==> config.mk <==
export PLATFORM = sky130hd
export DESIGN_NAME = multi_lane_write_buffer
export DESIGN_NICKNAME = d
export VERILOG_FILES = /design/src/rtl/multi_lane_write_buffer.sv
export SDC_FILE = /design/constraint.sdc
export NUM_CORES = 1
export LEC_CHECK = 0
export BUFFER_PORTS_ARGS = -buffer_cell sky130_fd_sc_hd__buf_2
export CAP_MARGIN = 10
export CORE_MARGIN = 8
export CORE_UTILIZATION = 53
export DETAILED_ROUTE_END_ITERATION = 16
export GPL_TIMING_DRIVEN = 0
export PLACE_DENSITY_LB_ADDON = 0.05
export SYNTH_ARGS = -nofsm -noshare
export SYNTH_HDL_FRONTEND = slang
export SYNTH_SLANG_ARGS = --single-unit
export TNS_END_PERCENT = 10
==> constraint.sdc <==
create_clock -name sys_clk -period 2.7 [get_ports sys_clk]
set_input_delay 0.675 -clock sys_clk [delete_from_list [all_inputs] [get_ports sys_clk]]
set_output_delay 0.675 -clock sys_clk [all_outputs]
set_load 0.03 [all_outputs]
==> src/rtl/multi_lane_write_buffer.sv <==
// Parallel-to-serial output buffer: shifts an aligned word onto 1..LANES data lanes,
// one beat per write_sig strobe. Optional holding register (MLWB_DOUBLE_BUF_EN) lets a
// second word queue up during SHIFT so back-to-back frames go out with no idle beat.
module multi_lane_write_buffer #(
  parameter int unsigned BUF_SIZE  = 8,
  parameter int unsigned LANES     = 1,
  parameter bit          LSB_FIRST = 1'b0
) (
  input  logic                          sys_clk,
  input  logic                          rst_n,
  input  logic                          start,
  input  logic                          write_sig,
  input  logic [BUF_SIZE-1:0]           data_in,
  input  logic [$clog2(BUF_SIZE+1)-1:0] write_count,
  output logic [LANES-1:0]              data_out,
  output logic                          busy,
  output logic                          ready,
  output logic                          done_sig
);

  localparam int unsigned CW = $clog2(BUF_SIZE + 1);

  typedef enum logic {StIdle, StShift} state_e;

  state_e              state_q, state_d;
  logic [BUF_SIZE-1:0] sreg_q, sreg_d;
  logic [CW-1:0]       beats_q, beats_d;
  logic                done_q, done_d;
  logic [CW-1:0]       cnt_in;
  logic [BUF_SIZE-1:0] word_in;
  logic [CW-1:0]       beats_in;
  logic                last_beat;

`ifdef MLWB_DOUBLE_BUF_EN
  logic                hold_full_q, hold_full_d;
  logic [BUF_SIZE-1:0] hold_data_q, hold_data_d;
  logic [CW-1:0]       hold_beats_q, hold_beats_d;
`endif

  // Keep only the valid bits at the aligned end so a partial last beat shifts out zeros.
  function automatic logic [BUF_SIZE-1:0] align_word(input logic [BUF_SIZE-1:0] d,
                                                    input logic [CW-1:0]       c);
    logic [BUF_SIZE-1:0] w;
    w = '0;
    for (int i = 0; i < int'(BUF_SIZE); i++) begin
      if (LSB_FIRST) begin
        if (i < int'(c)) w[i] = d[i];
      end else begin
        if (i >= int'(BUF_SIZE) - int'(c)) w[i] = d[i];
      end
    end
    return w;
  endfunction

  // Decode the incoming request: clamp the count, align the word, round beats up.
  always_comb begin
    cnt_in   = (write_count > CW'(BUF_SIZE)) ? CW'(BUF_SIZE) : write_count;
    word_in  = align_word(data_in, cnt_in);
    beats_in = CW'((int'(cnt_in) + int'(LANES) - 1) / int'(LANES));
  end

  // A zero-beat word (only reachable via handoff) completes without needing a strobe.
  assign last_beat = (beats_q == '0) || (write_sig && (beats_q == CW'(1)));

  // Next-state logic: load, shift, completion and holding-register handoff.
  always_comb begin
    state_d = state_q;
    sreg_d  = sreg_q;
    beats_d = beats_q;
    done_d  = 1'b0;
`ifdef MLWB_DOUBLE_BUF_EN
    hold_full_d  = hold_full_q;
    hold_data_d  = hold_data_q;
    hold_beats_d = hold_beats_q;
`endif
    unique case (state_q)
      StIdle: begin
        if (start) begin
          if (cnt_in == '0) begin
            done_d = 1'b1;
          end else begin
            sreg_d  = word_in;
            beats_d = beats_in;
            state_d = StShift;
          end
        end
      end
      StShift: begin
        if (write_sig && (beats_q != '0)) begin
          sreg_d  = LSB_FIRST ? (sreg_q >> LANES) : (sreg_q << LANES);
          beats_d = beats_q - CW'(1);
        end
        if (last_beat) begin
          done_d  = 1'b1;
          state_d = StIdle;
`ifdef MLWB_DOUBLE_BUF_EN
          if (hold_full_q) begin
            sreg_d      = hold_data_q;
            beats_d     = hold_beats_q;
            hold_full_d = 1'b0;
            state_d     = StShift;
          end else if (start) begin
            sreg_d  = word_in;
            beats_d = beats_in;
            state_d = StShift;
          end
`endif
        end
`ifdef MLWB_DOUBLE_BUF_EN
        else if (start && !hold_full_q) begin
          hold_full_d  = 1'b1;
          hold_data_d  = word_in;
          hold_beats_d = beats_in;
        end
`endif
      end
      default: state_d = StIdle;
    endcase
  end

  // State registers; reset discards both the active and the held word.
  always_ff @(posedge sys_clk or negedge rst_n) begin
    if (!rst_n) begin
      state_q <= StIdle;
      sreg_q  <= '0;
      beats_q <= '0;
      done_q  <= 1'b0;
`ifdef MLWB_DOUBLE_BUF_EN
      hold_full_q  <= 1'b0;
      hold_data_q  <= '0;
      hold_beats_q <= '0;
`endif
    end else begin
      state_q <= state_d;
      sreg_q  <= sreg_d;
      beats_q <= beats_d;
      done_q  <= done_d;
`ifdef MLWB_DOUBLE_BUF_EN
      hold_full_q  <= hold_full_d;
      hold_data_q  <= hold_data_d;
      hold_beats_q <= hold_beats_d;
`endif
    end
  end

  // Present the current beat; lane LANES-1 carries the earliest bit.
  always_comb begin
    data_out = '0;
    if (state_q == StShift) begin
      for (int i = 0; i < int'(LANES); i++) begin
        if (LSB_FIRST) data_out[int'(LANES) - 1 - i] = sreg_q[i];
        else           data_out[i] = sreg_q[int'(BUF_SIZE) - int'(LANES) + i];
      end
    end
  end

  assign busy     = (state_q == StShift);
  assign done_sig = done_q;
`ifdef MLWB_DOUBLE_BUF_EN
  assign ready = !hold_full_q;
`else
  assign ready = !busy;
`endif

endmodule

== Word level (Yosys, flattened, before mapping) ==
Cells that the tools add are included.
W data, S select, Z words.

* Shifts and indexed selects: 0
* Magnitude comparators: 9
* Bitwise gates (word level): 1
* Reductions and logical operators: 8
* Multiplexer cells: 26
* Div/mod/pow operators: 0
* Add/sub/neg operators: 4
* Equality and inequality tests: 4
* Multipliers: 0

{| class="wikitable"
|+ Operators by type and width
! kind !! number
|-
| $mux W8 || 3
|-
| $ge A4 B5 Y1 const A || 4
|-
| $mux W4 || 4
|-
| $pmux W8 S2 || 1
|-
| $mux W1 || 15
|-
| $ge A3 B5 Y1 const A || 2
|-
| $logic_not A4 Y1 || 2
|-
| $pmux W4 S2 || 1
|-
| $sub A4 B1 Y4 const B || 2
|-
| $ge A1 B5 Y1 const A || 1
|-
| $ge A2 B5 Y1 const A || 1
|-
| $sub A4 B4 Y5 const A || 1
|-
| $add A4 B1 Y4 const B || 1
|-
| $eq A4 B1 Y1 const B || 1
|-
| $gt A4 B4 Y1 const B || 1
|-
| $ne A2 B2 Y1 const B || 2
|-
| $pmux W1 S2 || 2
|-
| $reduce_bool A4 Y1 || 1
|-
| $reduce_and A3 Y1 || 1
|-
| $logic_and A1 B1 Y1 || 2
|-
| $ne A2 B1 Y1 const B || 1
|-
| $logic_not A1 Y1 || 1
|-
| $logic_or A1 B1 Y1 || 1
|-
| $not A1 Y1 || 1
|}

* Memories kept: 0
* Memory bits (read-only): 0
* Latch bits: 0
* Register bits after elaboration: 14
* Memory bits (writable): 0
* Output and inout port bits: 4

== Longest topological paths before layout ==
Gate-level depths: netlist of the first run.

* Word-level depth: 8
* Gate-level depth with buffers: 8
* Gate-level depth less buffers: 7

== Worst setup path before layout of the first run ==
No wires, ideal clock.

* Kind: in2reg
* From: input port write_count[3]
* To: register sreg_q[1]
* Buffers on the path: 2
* Arrival time: 2348 ps
* Setup slack: 224 ps
* Stages: 7
* Cells stage by stage: clkbuf_1 nand2b_1 ha_1 nor4b_4 or2_4 buf_6 mux2_1

* Cells in the longest elaborated chain, start to end: 8

{| class="wikitable"
|+ Ends and longest elaborated chain
! item !! line !! RTL
|-
| start: declaration || 14 || <nowiki>input logic [$clog2(BUF_SIZE+1)-1:0] write_count,</nowiki>
|-
| $gt A4 B4 Y1 || 57 || <nowiki>cnt_in = (write_count > CW'(BUF_SIZE)) ? CW'(BUF_SIZE) : write_count;</nowiki>
|-
| $mux W4 * || 57 ||
|-
| $sub A4 B4 Y5 || 49 || <nowiki>if (i >= int'(BUF_SIZE) - int'(c)) w[i] = d[i];</nowiki>
|-
| $ge A2 B5 Y1 || 49 ||
|-
| $mux W1 || 49 ||
|-
| $mux W8 || 79 || <nowiki>if (cnt_in == '0) begin</nowiki>
|-
| $mux W8 || 78 || <nowiki>if (start) begin</nowiki>
|-
| $pmux W8 S2 || 76 || <nowiki>unique case (state_q)</nowiki>
|-
| end signal: assignment || 135 || <nowiki>sreg_q <= sreg_d;</nowiki>
|-
| end: declaration || 26 || <nowiki>logic [BUF_SIZE-1:0] sreg_q, sreg_d;</nowiki>
|}

Mark *: on every way between the ends. The rest lies on a longest branch, timed or not. The select of a mux whose other input is x is not followed.
A chain may end at the register's enable or synchronous reset.

== Worst setup path in the final report of the first run ==
* From: input port write_count[3]
* To: register sreg_q[2]

* Cells in the longest elaborated chain, start to end: 8

{| class="wikitable"
|+ Ends and longest elaborated chain
! item !! line
|-
| $gt A4 B4 Y1 || 57
|-
| $mux W4 * || 57
|-
| $sub A4 B4 Y5 || 49
|-
| $ge A3 B5 Y1 || 49
|-
| $mux W1 || 49
|-
| $mux W8 || 79
|-
| $mux W8 || 78
|-
| $pmux W8 S2 || 76
|}

Marks and branches as above.

==> flow_summary_export.csv, run 1 <==
group,metric,value,unit
outcome,run_status,"finished, final reports clean",
grt,grt_max_degree,15,
synthesis,post_synth_inst_count,107,
finish,final_cell_area,1130,um^2
sta,holdWs,0.261,ns
grt,gr-usage-all-layers,0.143,
synthesis,synthArstFlopShare,1.00,
routing,wire_per_inst,14.4,um
clock_tree,tritoncts.num_buffers,3,
sta,finalHoldViolations,0,
placement,gpl.final_weighted_congestion,0.888,
routing,detailedRoute.firstPassIterationCount,4,
synthesis,syn-cell-area,965,um^2
placement,cells_after_dpl,150,
synthesis,synthDominantCellAreaShare,0.363,
critical_path,worstPathRequired,2.88,ns
synthesis,synth_area_leader_cell,"dfrtp_1",
critical_path,worstSetupEndpointType,"register",
routing,drc_markers,0,
routing,detail_route.vias_per_cell,5.54,
power_and_ir_drop,ir_drop,0.000574,V
sta,period_share,0.924,
finish,insertedDiodeCount,0,
power_and_ir_drop,power_per_cell_area,960,nW/um^2
floorplanning,floorplan.core_area,1730,um^2
grt,first_global_vias,882,
critical_path,worst-setup-path-type,"input port to register",
sta,report.final.slew_viol_count,0,
finish,layout.core_utilization,0.654,
clock_tree,tritoncts,"done",
synthesis,synth.top_cells.by_area,"dfrtp_1 (36%), mux2_1 (5.8%), nand2_1 (5.4%)",
sta,finalCriticalPeriod,2.49,ns
floorplanning,rows,15,
synthesis,synth_area_per_cell,9.02,um^2
clock_tree,clk_transition_reported_paths,0.10,ns
routing,num_vias,859,
clock_tree,clock-root-buffer,"clkbuf_4",
sta,worst_clock_skew,0.00731,ns
sta,max_freq,401,MHz
synthesis,yosys-top-cells-count,"dfrtp_1 (14), nand2_1 (14), o21ai_0 (8)",
synthesis,postSynth.topFlopCell,"dfrtp_1",
critical_path,startpoint_type,"input port",
clock_tree,clkLatencyLatePin,0.29,ns
floorplanning,chipWidth,58.7,um
flow_run,max_cap_viol_count,0,
routing,finalWirelength,2240,um
floorplanning,start_util,0.559,
critical_path,crit_fanout,10,
grt,antenna_found_initial,0,
synthesis,synth_fp_nets,127,
clock_tree,ctsLongestPathBuffers,2,
sta,rsz_0062_raised_after_global_routing,"false",
routing,postRouteAntennaNets,0,
floorplanning,fp.dieArea,3440,um^2
grt,wire_length_of_the_first_global_routing_pass,3820,um
synthesis,synth-seq-cells,14,
power_and_ir_drop,p_leak,0.533,nW
finish,nets,151,
routing,dr.first_iter.drc_count,24,
worst_hold_path,hold_class,"input port to async pin",
sta,fin_setup_tns,0,ns
synthesis,synth.yosys.seq_area_share,0.363,
sta,relSlewSlack,0.682,
floorplanning,dieHeight,58.7,um
placement,dp_hpwl,1640,um
synthesis,synth_edf_count,0,
synthesis,yosys_warnings,0,
placement,place.port_buffers,18,
critical_path,arrival,2.68,ns
grt,global_route.overflow_total,0,
floorplanning,ios,20,
finish,syn2layout_area_growth,17.1,%
clock_tree,numClockSinks,14,
finish,finalNonFillerCells,155,
finish,layout-drive-gt1-share,0.238,
synthesis,yosysUniqueCellTypes,38,
sta,setup_viol,0,
sta,worstMarginPinSlew,0.477,ns
placement,postPlaceCellArea,1090,um^2
clock_tree,htree_num_levels,1,
==> per-layer routing <==
metal / vias to the layer above / GRT usage / share of wire
li1: 427 / - / -
met1: 407 / 0.162 / 0.44
met2: 20 / 0.255 / 0.51
met3: 5 / 0.0239 / 0.035
met4: 0 / 0.0614 / 0.017
met5: - / 0 / 0
==> path summary, 6_finish.rpt <==
path / from / to / slack [ns] / cells after the start
setup / recovery: write_count[3] / sreg_q[2] / 0.21 / 8
hold / removal: rst_n / sreg_q[7] / 0.26 / 1
setup reg to reg: beats_q[0] / sreg_q[2] / 0.52 / 7
hold reg to reg: sreg_q[1] / sreg_q[1] / 0.50 / 1
max in group asynchronous: rst_n / sreg_q[0] / 2.19 / 1
min in group sys_clk: sreg_q[1] / sreg_q[1] / 0.50 / 1
==> report_power, final <==
group	switching (mW)	internal, mW
clock	0.0770	0.0821
combinational	0.330	0.233
sequential	0.0575	0.305
==> sequential cells by signal (all words and copies together), names as in the netlist <==
register / cells
sreg_q: 8
busy: 1
done_sig: 1
beats_q: 4
==> cell usage in the layout, fill, tap and decap left out, drive strengths merged, types with 2 or more instances in the layout <==
| master | Yosys | layout |
|---|---|---|
| nor3b | 2 | 2 |
| o31ai | 4 | 4 |
| clkbuf | 3 | 7 |
| a31oi | 4 | 4 |
| a21oi | 2 | 2 |
| nor2 | 5 | 5 |
| nand2 | 14 | 14 |
| buf | 3 | 22 |
| nor3 | 3 | 3 |
| ha | 4 | 4 |
| inv | 7 | 7 |
| mux2 | 6 | 6 |
| dfrtp | 14 | 14 |
| or2 | 2 | 2 |
| nand2b | 3 | 3 |
| nor2b | 3 | 3 |
| o21ai | 12 | 12 |
==> stage by stage <==
step	total power [mW]	setup WS (ns)
2_1_floorplan	0.792	0.224
3_3_place_gp	0.917	-0.304
3_5_place_dp	0.932	-0.317
4_1_cts	1.09	0.206
5_1_grt	1.17	0.0691
6_report	1.08	0.206
==> cells by family (layout without fill, tap and decap cells) <==
group,count (synthesis),in the layout,share of synthesized area
multiplexers,7,7,0.0804
flip-flops,14,14,0.363
XOR/XNOR,1,1,0.00908
buffers and inverters,13,36,0.0610
AO/OA/AOI/OAI,29,29,0.205
AND/OR/NAND/NOR,39,39,0.230
adder cells (fa/ha/maj),4,4,0.0519
==> area by class of cell <==
cell class                 count  area (um^2)
buffer                         6         32.5
clock buffer                   4         36.3
fill                         170          597
inverter                       7         26.3
multi-input combinational     80          556
sequential                    14          350
tap                           25         31.3
timing repair buffer          19         97.6
==> worst max-delay path, cell delays in order <==
cell and delay [ns]:
buf_2 0.12, clkbuf_1 0.37, nand2b_1 0.22, ha_1 0.31, nor4b_4 0.31, or2_4 0.20, buf_6 0.15, mux2_1 0.32
==> timing repair <==
item                                    4_1_cts  5_1_grt
gates resized for setup                       0        0
endpoints found under the setup margin        4        0
hold buffers                                  0        0
setup buffers                                 1        0
(Power assumes the default switching activity.)
==> run 2: changes to the inputs <==
==> constraint.sdc (replaced) <==
create_clock -name sys_clk -period 2.8 [get_ports sys_clk]
set_input_delay 0.7 -clock sys_clk [delete_from_list [all_inputs] [get_ports sys_clk]]
set_output_delay 0.7 -clock sys_clk [all_outputs]
set_load 0.03 [all_outputs]
==> run 2 against run 1 <==
  * Via count increased by 1.0%
  * Clock power fell by 4%
  * First-iteration DRC count is 25% lower
  * Sequential share of layout area is 0.20 points lower
  * Die area unchanged
  * Critical endpoint unchanged
  * Global-route usage is 0.13 points lower
==> flow_summary_export.csv, run 2 (synthesis results as in run 1) <==
group,metric,value,unit
power_and_ir_drop,totalPowerFinal,1.05,mW
critical_path,arrival,2.77,ns
routing,detailedRoute.firstPassIterationCount,4,
clock_tree,cts_post_setup_buffers_inserted,0,
placement,place.port_buffers,18,
routing,num_vias,868,
power_and_ir_drop,power_switching_share,0.430,
routing,finalWirelength,2280,um
finish,final_cell_area,1140,um^2
finish,syn2layout_area_growth,17.9,%
clock_tree,clock-root-buffer,"clkbuf_4",
placement,postPlaceCellArea,1090,um^2
sta,worstMarginPinSlew,0.467,ns
floorplanning,dieHeight,58.7,um
routing,drc_markers,0,
power_and_ir_drop,power_per_cell_area,924,nW/um^2
critical_path,crit_fanout,10,
clock_tree,post_cts_resize_count,0,
power_and_ir_drop,clockPowerShare,0.145,
sta,max_freq,386,MHz
finish,layout.core_utilization,0.659,
routing,detail_route.vias_per_cell,5.56,
finish,finalNonFillerCells,156,
floorplanning,fp.dieArea,3440,um^2
sta,worst_clock_skew,0.00362,ns
finish,insertedDiodeCount,0,
floorplanning,floorplan.core_area,1730,um^2
critical_path,worst_r2r_path_depth,7,
clock_tree,tritoncts.num_buffers,3,
critical_path,worstPathCellList,"buf_2 -> clkbuf_1 -> nand2b_1 -> ha_1 -> nor4b_4 -> buf_4 -> or2_4 -> buf_6 -> mux2_1",
clock_tree,clkLatencyLatePin,0.29,ns
clock_tree,clk_transition_reported_paths,0.09,ns
sta,period_share,0.924,
critical_path,worst-setup-path-type,"input port to register",
finish,sequential_cell_area,350,um^2
power_and_ir_drop,p_leak,0.538,nW
routing,dr.first_iter.drc_count,18,
clock_tree,tritoncts,"done",
clock_tree,hold_buffers,0,
finish,layout-drive-gt1-share,0.244,
grt,gr-usage-all-layers,0.141,
floorplanning,start_util,0.559,
power_and_ir_drop,internal_power,0.599,mW
flow_run,max_cap_viol_count,0,
grt,global_route.overflow_total,0,
sta,setup_viol,0,
sta,finalCriticalPeriod,2.59,ns
critical_path,cp_slowest_cell,"clkbuf_1",
finish,nFillCells,165,
power_and_ir_drop,comb_power_share,0.522,
placement,gpl.final_weighted_congestion,0.888,
sta,rsz_0062_raised_after_global_routing,"false",
grt,first_global_vias,879,
finish,multi_input_comb_area,556,um^2
sta,finalHoldViolations,0,
sta,relSlewSlack,0.688,
critical_path,critical_path.n_buffers_inverters,4,
finish,largest_reg_flops,8,
grt,grt_max_degree,15,
floorplanning,chipWidth,58.7,um
grt,antenna_found_initial,0,
grt,wire_length_of_the_first_global_routing_pass,3790,um
finish,most-common-layout-cells,"buf_2 (20), nand2_1 (14), dfrtp_1 (14)",
floorplanning,rows,15,
power_and_ir_drop,ir_drop,0.000563,V
critical_path,worstSetupEndpointType,"register",
sta,report.final.slew_viol_count,0,
floorplanning,ios,20,
critical_path,timing.critical_path.max_delay_family,"buffers and inverters",
clock_tree,numClockSinks,14,
power_and_ir_drop,seq_power_share,0.333,
sta,fin_setup_tns,0,ns
outcome,run_status,"finished, final reports clean",
power_and_ir_drop,p_sw,0.451,mW
critical_path,startpoint_type,"input port",
placement,dp_hpwl,1640,um
finish,layout_commonest_cell,"buf_2",
routing,wire_per_inst,14.6,um
critical_path,critical_path_cell_count,9,
clock_tree,htree_num_levels,1,
finish,reg.largest.list,"sreg_q: 8 flops, beats_q: 4 flops",
critical_path,critPathMaxStageDelay,0.37,ns
worst_hold_path,hold_class,"input port to async pin",
finish,nets,152,
routing,postRouteAntennaNets,0,
clock_tree,ctsLongestPathBuffers,2,
critical_path,worstPathRequired,2.98,ns
placement,cells_after_dpl,150,
finish,regMostFlops,"sreg_q",
run 2: worst register-to-register path: stages (launching register included):
cell and delay (ns):
dfrtp_1 0.42, inv_1 0.10, ha_1 0.21, or3b_1 0.43
a31oi_4 0.28, or2_4 0.19, buf_6 0.15, mux2_1 0.32
run 2: area by class of cell:
class / count / share of cell area
timing repair buffer: 20 / 0.0924
multi-input combinational: 80 / 0.488
buffer: 6 / 0.0286
inverter: 7 / 0.0231
sequential: 14 / 0.308
tap: 25 / 0.0275
clock buffer: 4 / 0.0319
run 2: power by group through the flow:
stage / logic, mW / clock network, mW / registers [mW]
6_report: 0.549 / 0.153 / 0.350
5_1_grt: 0.616 / 0.159 / 0.361
4_1_cts: 0.546 / 0.156 / 0.350
3_5_place_dp: 0.544 / 0 / 0.354
3_3_place_gp: 0.535 / 0 / 0.349
2_1_floorplan: 0.399 / 0 / 0.365
run 2: layer usage:
metal	GRT usage	part of all wire
met5	0	0
met4	0.0614	0.018
met3	0.0239	0.033
met2	0.254	0.50
met1	0.160	0.45
run 2: worst paths after layout:
check | start | end | slack [ns]
min in group sys_clk | sreg_q[1] | sreg_q[1] | 0.50
setup reg to reg | beats_q[0] | sreg_q[2] | 0.60
hold reg to reg | sreg_q[1] | sreg_q[1] | 0.50
max in group asynchronous | rst_n | sreg_q[0] | 2.27
setup / recovery | write_count[3] | sreg_q[2] | 0.21
hold / removal | rst_n | sreg_q[7] | 0.29
run 2: stage by stage:
stage / setup WS, ns / hold WS [ns]
3_3_place_gp: -0.229 / 0.467
5_1_grt: 0.0744 / 0.319
3_5_place_dp: -0.242 / 0.481
4_1_cts: 0.0570 / 0.298
6_report: 0.212 / 0.288
2_1_floorplan: 0.299 / 0.404
==> run 3: changes to the inputs <==
==> constraint.sdc (replaced) <==
create_clock -name sys_clk -period 2.8 [get_ports sys_clk]
set_input_delay 0 -clock sys_clk [delete_from_list [all_inputs] [get_ports sys_clk]]
set_output_delay 0 -clock sys_clk [all_outputs]
set_load 0.03 [all_outputs]
==> run 3 against run 2 <==
  * Total power shrank 0.16%
  * Final area is 1.3% higher
  * Register-to-register slack improved by 0.02 ns
  * Sequential power about the same
  * Clock-buffer cell count did not move
  * Core utilization is 0.87 points higher
  * Non-clock buffer count grew 1
  * Wire length decreased by 2.2%
  * Clock skew grew 0.0031 ns
  * Highest routed layer unchanged
  * Critical path type is now register to register
  * Setup slack improved by 0.41 ns
==> flow_summary_export.csv, run 3 (synthesis results as in run 1) <==
group,metric,value,unit
routing,finalWirelength,2230,um
clock_tree,ctsLongestPathBuffers,2,
critical_path,critPathMaxStageDelay,0.43,ns
routing,postRouteAntennaNets,0,
critical_path,worst-setup-path-type,"register to register",
sta,max_freq,458,MHz
floorplanning,chipWidth,58.7,um
clock_tree,tritoncts,"done",
critical_path,arrival,2.36,ns
finish,insertedDiodeCount,0,
clock_tree,hold_buffers,3,
grt,gr-usage-all-layers,0.143,
clock_tree,tritoncts.num_buffers,3,
clock_tree,post_cts_resize_count,0,
critical_path,critPathLaunch,"beats_q[0]",
finish,regMostFlops,"sreg_q",
floorplanning,rows,15,
routing,dr.first_iter.drc_count,19,
sta,setup_viol,0,
power_and_ir_drop,seq_power_share,0.334,
power_and_ir_drop,p_leak,0.540,nW
floorplanning,dieHeight,58.7,um
worst_hold_path,hold_class,"input port to register",
sta,relSlewSlack,0.648,
grt,grt_max_degree,15,
clock_tree,clock-root-buffer,"clkbuf_4",
finish,reg.largest.list,"sreg_q: 8 flops, beats_q: 4 flops",
critical_path,startpoint_type,"register",
sta,fin_setup_tns,0,ns
clock_tree,cts_post_setup_buffers_inserted,0,
grt,wire_length_of_the_first_global_routing_pass,3840,um
critical_path,critical_path.n_buffers_inverters,2,
critical_path,cp_slowest_cell,"or3b_1",
grt,antenna_found_initial,0,
floorplanning,start_util,0.559,
grt,first_global_vias,890,
critical_path,worstPathRequired,2.98,ns
placement,cells_after_dpl,150,
finish,nets,153,
worst_hold_path,timing.hold.worst_path_depth,4,
sta,worstMarginPinSlew,0.526,ns
outcome,run_status,"finished, final reports clean",
grt,global_route.overflow_total,0,
floorplanning,fp.dieArea,3440,um^2
sta,finalCriticalPeriod,2.18,ns
finish,largest_reg_flops,8,
routing,detail_route.vias_per_cell,5.58,
clock_tree,clkLatencyLatePin,0.29,ns
critical_path,worstPathCellList,"inv_1 -> ha_1 -> or3b_1 -> a31oi_4 -> or2_4 -> buf_6 -> mux2_1",
finish,layout-drive-gt1-share,0.227,
routing,drc_markers,0,
critical_path,timing.critical_path.max_delay_family,"simple AND/OR/NAND/NOR gates",
finish,layout_commonest_cell,"buf_2",
placement,place.port_buffers,18,
sta,finalHoldViolations,0,
finish,most-common-layout-cells,"buf_2 (20), nand2_1 (14), dfrtp_1 (14)",
routing,num_vias,876,
sta,rsz_0062_raised_after_global_routing,"false",
critical_path,critical_path_cell_count,7,
critical_path,crit_fanout,10,
sta,report.final.slew_viol_count,0,
power_and_ir_drop,clockPowerShare,0.145,
flow_run,max_cap_viol_count,0,
power_and_ir_drop,power_switching_share,0.429,
sta,period_share,0.779,
sta,worst_clock_skew,0.00673,ns
critical_path,timing.reg2reg.setup_slack,0.62,ns
power_and_ir_drop,ir_drop,0.000557,V
clock_tree,htree_num_levels,1,
power_and_ir_drop,internal_power,0.599,mW
critical_path,worstSetupEndpointType,"register",
critical_path,rr_endpoint,"sreg_q[2]",
critical_path,critPathCapture,"sreg_q[2]",
routing,wire_per_inst,14.2,um
critical_path,rr_startpoint,"beats_q[0]",
placement,dp_hpwl,1640,um
floorplanning,ios,20,
finish,finalNonFillerCells,157,
power_and_ir_drop,comb_power_share,0.521,
finish,syn2layout_area_growth,19.5,%
routing,detailedRoute.firstPassIterationCount,4,
finish,nFillCells,167,
floorplanning,floorplan.core_area,1730,um^2
power_and_ir_drop,p_sw,0.450,mW
placement,gpl.final_weighted_congestion,0.888,
clock_tree,numClockSinks,14,
power_and_ir_drop,power_per_cell_area,910,nW/um^2
critical_path,worst_r2r_path_depth,7,
clock_tree,clk_transition_reported_paths,0.10,ns
==> run 3: power groups by stage <==
stage                     sequential (mW)  combinational, mW  clock, mW
after global routing                0.361              0.609      0.159
after global placement              0.349              0.535          0
final                               0.350              0.546      0.153
after CTS                           0.350              0.549      0.156
after detailed placement            0.354              0.544          0
after floorplan                     0.365              0.399          0
==> run 3: how the worst min path moves through the flow <==
stage                   start          to  slack, ns
5_1_grt        write_count[3]    done_sig       0.13
2_1_floorplan           rst_n  beats_q[0]      -0.30
3_3_place_gp            rst_n   sreg_q[7]      -0.09
6_report           data_in[7]   sreg_q[7]       0.09
3_5_place_dp            rst_n   sreg_q[7]      -0.08
4_1_cts            data_in[7]   sreg_q[7]       0.09
==> run 3: layout make-up <==
cell class              instances  area (um^2)  area share
clock buffers                   4         36.3      0.0315
inverters                       7         26.3      0.0228
plain buffers                   6         32.5      0.0282
flip-flops and latches         14          350       0.304
multi-input cells              80          556       0.482
well taps                      25         31.3      0.0271
repair buffers                 21          120       0.104
==> run 3: stage by stage <==
step / instance area (um^2) / util / power, mW / hold WS, ns / setup WS (ns)
after floorplan: 965 / - / 0.764 / -0.296 / 0.813
after global placement: 1090 / 0.629 / 0.884 / -0.0886 / 0.471
after detailed placement: 1090 / 0.629 / 0.898 / -0.0834 / 0.458
after CTS: 1150 / 0.667 / 1.06 / 0.0944 / 0.629
after global routing: 1150 / 0.667 / 1.13 / 0.131 / 0.512
final: 1150 / 0.667 / 1.05 / 0.0874 / 0.618
==> run 3: tightest hold or removal path: cells and delay by family <==
family,cells,cell delay [ns]
compound gates,2,0.16
buf+inv,1,0.07
mux,1,0.11
==> run 3: metal layers <==
metal | vias up | track usage | share of wire
met5 | - | 0 | 0
met4 | 0 | 0.0614 | 0.010
met3 | 4 | 0.0239 | 0.038
met2 | 23 | 0.257 | 0.51
met1 | 417 | 0.162 | 0.44
li1 | 432 | - | -
